$ cat src/rtl/wb_commit_queue_pkg.sv
// Shared widths, polarity constants and a slot-availability helper
// for the register-file write-back commit queue.
package wb_commit_queue_pkg;

    localparam int   REG_ADDR_W   = 5;
    localparam int   REG_DATA_W   = 32;
    localparam logic RST_ENABLE   = 1'b0;
    localparam logic WRITE_ENABLE = 1'b1;
    localparam logic READY        = 1'b1;

    // Room for one push, or two when an older producer competes this cycle.
    function automatic logic has_room(input int free, input logic two);
        return free >= (two ? 2 : 1);
    endfunction

endpackage

$ cat src/rtl/wb_fifo_entry_match.sv
// Compares one lookup address against every valid queue entry; any hit means
// an uncommitted write to that register is still in flight.
module wb_fifo_entry_match #(
    parameter int DEPTH  = 4,
    parameter int ADDR_W = 5
) (
    input  logic [DEPTH-1:0]             vld_i,
    input  logic [DEPTH-1:0][ADDR_W-1:0] addr_i,
    input  logic [ADDR_W-1:0]            q_addr_i,
    output logic                         match_o
);

    logic [DEPTH-1:0] hit;

    for (genvar g = 0; g < DEPTH; g++) begin : g_cmp
        assign hit[g] = vld_i[g] & (addr_i[g] == q_addr_i);
    end

    // Register 0 is hardwired, so it never carries a hazard.
    assign match_o = (|hit) & (q_addr_i != '0);

endmodule

$ cat src/rtl/wb_commit_queue.sv
// In-order commit queue merging LSU and ALU results into a single register
// file write port, with RAW-pending lookups for two decode sources.
module wb_commit_queue
    import wb_commit_queue_pkg::*;
#(
    parameter  int DEPTH  = 4,
    parameter  int ADDR_W = REG_ADDR_W,
    parameter  int DATA_W = REG_DATA_W,
    localparam int PTR_W  = $clog2(DEPTH),
    localparam int CNT_W  = $clog2(DEPTH + 1)
) (
    input  logic              clk_i,
    input  logic              rst_ni,
    input  logic              rdy_i,
    input  logic              flush_i,
    input  logic              lsu_valid_i,
    input  logic [ADDR_W-1:0] lsu_addr_i,
    input  logic [DATA_W-1:0] lsu_data_i,
    output logic              lsu_ready_o,
    input  logic              alu_valid_i,
    input  logic [ADDR_W-1:0] alu_addr_i,
    input  logic [DATA_W-1:0] alu_data_i,
    output logic              alu_ready_o,
    output logic              we_o,
    output logic [ADDR_W-1:0] waddr_o,
    output logic [DATA_W-1:0] wdata_o,
    input  logic [ADDR_W-1:0] q1_addr_i,
    output logic              q1_pending_o,
    input  logic [ADDR_W-1:0] q2_addr_i,
    output logic              q2_pending_o,
    output logic [CNT_W-1:0]  count_o
);

    logic [DEPTH-1:0]             vld_q, vld_d;
    logic [DEPTH-1:0][ADDR_W-1:0] addr_q;
    logic [DEPTH-1:0][DATA_W-1:0] data_q;
    logic [PTR_W-1:0]             head_q, tail_q, alu_slot;
    logic [CNT_W-1:0]             count_q;
    logic                         in_rst, active, lsu_push, alu_push, q1_hit, q2_hit;
    int                           free;

    assign in_rst = (rst_ni == RST_ENABLE);
    assign active = ~in_rst & (rdy_i == READY) & ~flush_i;

    // Readiness uses occupancy at cycle start; a same-cycle pop is not credited.
    assign free        = DEPTH - int'(count_q);
    assign lsu_ready_o = active & has_room(free, 1'b0);
    assign alu_ready_o = active & has_room(free, lsu_valid_i);

    assign we_o    = active & (count_q != '0);
    assign waddr_o = we_o ? addr_q[head_q] : '0;
    assign wdata_o = we_o ? data_q[head_q] : '0;
    assign count_o = count_q;

    // Address-0 results handshake normally but are dropped instead of stored.
    assign lsu_push = lsu_valid_i & lsu_ready_o & (lsu_addr_i != '0);
    assign alu_push = alu_valid_i & alu_ready_o & (alu_addr_i != '0);
    assign alu_slot = tail_q + PTR_W'(lsu_push);

    always_comb begin
        vld_d = vld_q;
        if (we_o)     vld_d[head_q]   = 1'b0;
        if (lsu_push) vld_d[tail_q]   = 1'b1;
        if (alu_push) vld_d[alu_slot] = 1'b1;
    end

    always_ff @(posedge clk_i) begin
        if (in_rst || flush_i) begin
            head_q  <= '0;
            tail_q  <= '0;
            count_q <= '0;
            vld_q   <= '0;
        end else begin
            if (we_o) head_q <= head_q + PTR_W'(1);
            tail_q  <= tail_q + PTR_W'(lsu_push) + PTR_W'(alu_push);
            count_q <= count_q + CNT_W'(lsu_push) + CNT_W'(alu_push) - CNT_W'(we_o);
            vld_q   <= vld_d;
        end
    end

    // Payload storage needs no reset; the valid bits qualify it.
    always_ff @(posedge clk_i) begin
        if (lsu_push) begin
            addr_q[tail_q] <= lsu_addr_i;
            data_q[tail_q] <= lsu_data_i;
        end
        if (alu_push) begin
            addr_q[alu_slot] <= alu_addr_i;
            data_q[alu_slot] <= alu_data_i;
        end
    end

    wb_fifo_entry_match #(.DEPTH(DEPTH), .ADDR_W(ADDR_W)) u_match1 (
        .vld_i    (vld_q),
        .addr_i   (addr_q),
        .q_addr_i (q1_addr_i),
        .match_o  (q1_hit)
    );

    wb_fifo_entry_match #(.DEPTH(DEPTH), .ADDR_W(ADDR_W)) u_match2 (
        .vld_i    (vld_q),
        .addr_i   (addr_q),
        .q_addr_i (q2_addr_i),
        .match_o  (q2_hit)
    );

    assign q1_pending_o = ~in_rst & q1_hit;
    assign q2_pending_o = ~in_rst & q2_hit;

endmodule

$ cat config.mk
export PLATFORM = sky130hd
export DESIGN_NAME = wb_commit_queue
export DESIGN_NICKNAME = d
export VERILOG_FILES = /design/src/rtl/wb_commit_queue_pkg.sv /design/src/rtl/wb_fifo_entry_match.sv /design/src/rtl/wb_commit_queue.sv
export SDC_FILE = /design/constraint.sdc
export NUM_CORES = 1
export LEC_CHECK = 0
export CAP_MARGIN = 20
export CORE_ASPECT_RATIO = 1.5
export CORE_UTILIZATION = 55
export DETAILED_ROUTE_END_ITERATION = 7
export PLACE_DENSITY = 0.81
export SETUP_SLACK_MARGIN = 0.1
export SLEW_MARGIN = 20
export SYNTH_ARGS = -nofsm -noshare
export SYNTH_HDL_FRONTEND = slang
export SYNTH_SLANG_ARGS = --single-unit
$ cat constraint.sdc
create_clock -name clk_i -period 5.6 [get_ports clk_i]
set_input_delay 0.56 -clock clk_i [delete_from_list [all_inputs] [get_ports clk_i]]
set_output_delay 0.56 -clock clk_i [all_outputs]
set_load 0.02 [all_outputs]
==> run metrics <==
first-pass GRT wire length ~40 mm; Worst-Margin Slew 0.9711 ns; setup TNS 0 ns; antenna violations before repair 0; pin count of the biggest net entering global routing 76; Placed Area 9711 um^2; Routed WL approximately 25 mm; Cells after DPL around 1200; slowest CP cell nor2b_2; fraction of the mapped netlist area in compound gates 0.2470; CTS hold repair buffers 0; Final Max Slew Viols 0; Syn Std Cell Area about 8600 um^2; clock skew about 0.0087 ns; Sw Ratio 0.2485; CP cell instances inv_1 > ha_1 > ha_1 > nor2b_2 > buf_4 > and3_1 > clkdlybuf4s50_1; share of cells above drive strength 1 0.09633; Final Hold Vio Count 0; via count between 7000 and 8000; IO Count about 140; global route hottest layer met2; grt met3 use 0.04887; sequential share of power 0.447; unrepaired setup endpoints after global routing no; DP HPWL approximately 14 mm; Top FF cell, synth dfxtp_1; Syn Area/Cell about 9.2 um^2; CTS buffer count 17; Chip Height about 160 um; Rel. slew slack 0.3526; slowest stage delay, CP around 0.73 ns; critical path required time 5.04 ns; routability congestion estimate between 0.8 and 0.9; # setup viols final 0; post-synthesis sequential element count between 150 and 200; worst reg2reg startpoint count_o[0]; IO Port Bufs about 130; cell taking the most area after synthesis dfxtp_1; Sw Pwr approximately 800 uW; Worst Hold Class flop to flop; Worst Setup Path Type flop to output pin; WL/cell ~21 um; hold_sp vld_q[0]; post-synthesis mux area share 0.09637; largest cells by area after synthesis dfxtp_1 (37%), a32oi_1 (13%), mux4_2 (9.6%); Die Wd approximately 100 um; TritonCTS clock tree yes; Skew-Pair Late Insertion Delay between 0.4 and 0.5 ns; Net Count, Synth 1041; die area 16240 um^2; asr flop ratio synth 0; final core utilization 0.6800; combinational power share 0.160; Vias/cell about 6.6; Setup crit start count_o[0]; DRT iter0 DRCs about 700; GRT overflow 0; # H-tree levels 4; Synth Area in XOR/XNOR 0.04558; Detailed Routing Iterations Pass 1 7; Post-synth EDFFs 0; Max Buffers Root-to-Sink 2; crit path launch type flop; P_leak ~0.0038 uW; vias in the first global route around 7500; Mapped Cells ~940; Internal Dissipation between 2000 and 2500 uW; register area share after synthesis 0.3681; Worst-path clk slew approximately 0.060 ns; VDD IR max approximately 0.00018 V; Final ANT Viol Nets 0; nets approximately 1100; status completed; Ant. Diodes 0; final hold slack slightly above 0.5 ns; Synth top area share 0.3681; Adder-Cell Fraction of Synth Area 0.02344; Clock power frac 0.393; DRC 0; clk root buf clkbuf_16; CP Data Arrival Time ~3.3 ns; P&R area growth vs syn 19.61%; Synth Area in Simple Gates 0.1443; Post-CTS Setup Inserts 0; Worst Setup End Kind output pin; CP most frequent cell ha_1; total core area ~15000 um^2; clk sinks approximately 160; maximum capacitance violations 0; Fmax 258.0 MHz; final instance area approximately 10000 um^2; total global-route track usage 0.3080; fin cells around 1200; min Tclk post-route about 3.9 ns; post-CTS sizing 0; main combinational cell family by area after synthesis compound AO/OA/AOI/OAI gates; Yosys warnings 0; critical path fanouts, max 21; Std-Cell Rows between 50 and 60; Initial Util 0.5686; fin crit share 0.6921; met2 global-route usage 0.5345; Unique masters post-synth 39; met1 GRT Util 0.3717; PwrDens ~300 nW/um^2
==> critical path, delay by kind of cell (launching register included) <==
family	cells	cell delay (ns)
flops	1	0.43
simple gates	2	0.94
buf+inv	3	1.09
fa+ha+maj	2	0.41
==> per-stage QoR <==
| stage | power (uW) | worst slack [ns] |
|---|---|---|
| final | 3133 | 1.724 |
| after global routing | 3246 | 1.547 |
| after CTS | 3128 | 1.709 |
| after detailed placement | 1912 | 1.599 |
| after global placement | 1892 | 1.698 |
| after floorplan | 1739 | 2.204 |
==> final timing paths <==
kind                                    to  slack, ns  cells past startpoint
worst max-delay path            wdata_o[4]       1.72                      7
worst min-delay path              vld_q[0]       0.51                      2
worst max register to register  count_o[2]       2.07                     11
worst min register to register    vld_q[0]       0.51                      2
==> Yosys cell counts, types with 4 or more instances <==
| cell | n |
|---|---|
| or4_4 | 6 |
| nand2b_1 | 5 |
| a22oi_1 | 20 |
| a32oi_1 | 128 |
| nor2b_1 | 4 |
| ha_1 | 13 |
| buf_6 | 6 |
| buf_2 | 43 |
| and3_1 | 39 |
| nor4_1 | 9 |
| xor2_1 | 33 |
| nand2_1 | 13 |
| a31oi_1 | 8 |
| xnor2_1 | 12 |
| buf_1 | 4 |
| mux4_2 | 37 |
| clkbuf_1 | 39 |
| nor2_1 | 153 |
| and2_1 | 4 |
| a21oi_1 | 149 |
| nand3_1 | 6 |
| dfxtp_1 | 159 |
| buf_8 | 11 |
| inv_1 | 9 |
==> cell families after synthesis <==
kind of cell | after synthesis
buffers and inverters | 113
adder cells (fa/ha/maj) | 15
XOR/XNOR | 45
AND/OR/NAND/NOR | 256
flip-flops | 159
multiplexers | 37
AO/OA/AOI/OAI | 311
==> power by group through the flow <==
stage               combinational [uW]  sequential, uW  clock, uW
global placement                   479            1410          0
finish                             501            1400       1230
detailed placement                 494            1420          0
floorplan                          353            1390          0
global route                       549            1420       1280
CTS                                496            1400       1230
==> layout make-up <==
type                    count  area, um^2
multi-input cells         664        4843
flip-flops and latches    159        3188
well taps                 199       249.0
clock buffers              22       464.2
inverters                   9       33.78
repair buffers            143        1404
clock inverters            10       160.2
fillers                  1204        4866
==> sequential cells by signal, summed over array words and instances (netlist names) <==
| register | flops |
|---|---|
| vld_q | 4 |
| addr_q | 20 |
| count_o | 3 |
| head_q | 2 |
| tail_q | 2 |
| data_q | 128 |
==> cells in the final DEF (no fill, tap or decap), drive strengths merged, types with 3 or more instances in the layout <==
cell type,synthesis,layout
xnor2,12,12
a32oi,128,128
ha,13,13
nand2,13,13
and2,4,4
mux4,37,37
inv,9,9
clkinvlp,0,4
a22oi,20,20
and3,39,39
nor2,154,154
clkdlybuf4s50,0,133
or4,9,9
o21ai,3,3
nor4,10,10
clkbuf,39,23
nand3,6,6
nor3,6,6
bufinv,0,4
or3,3,3
nand2b,5,5
nor2b,4,4
dfxtp,159,159
buf,65,9
a21oi,149,149
xor2,33,33
a31oi,8,8
==> routing by layer <==
metal | up-vias | wire length, um
met2 | 478 | 12680
met3 | 63 | 2176
met1 | 3747 | 9474
met4 | 0 | 786
li1 | 3670 | -
met5 | - | 0
Note: power is estimated with default switching activity, not from simulation.
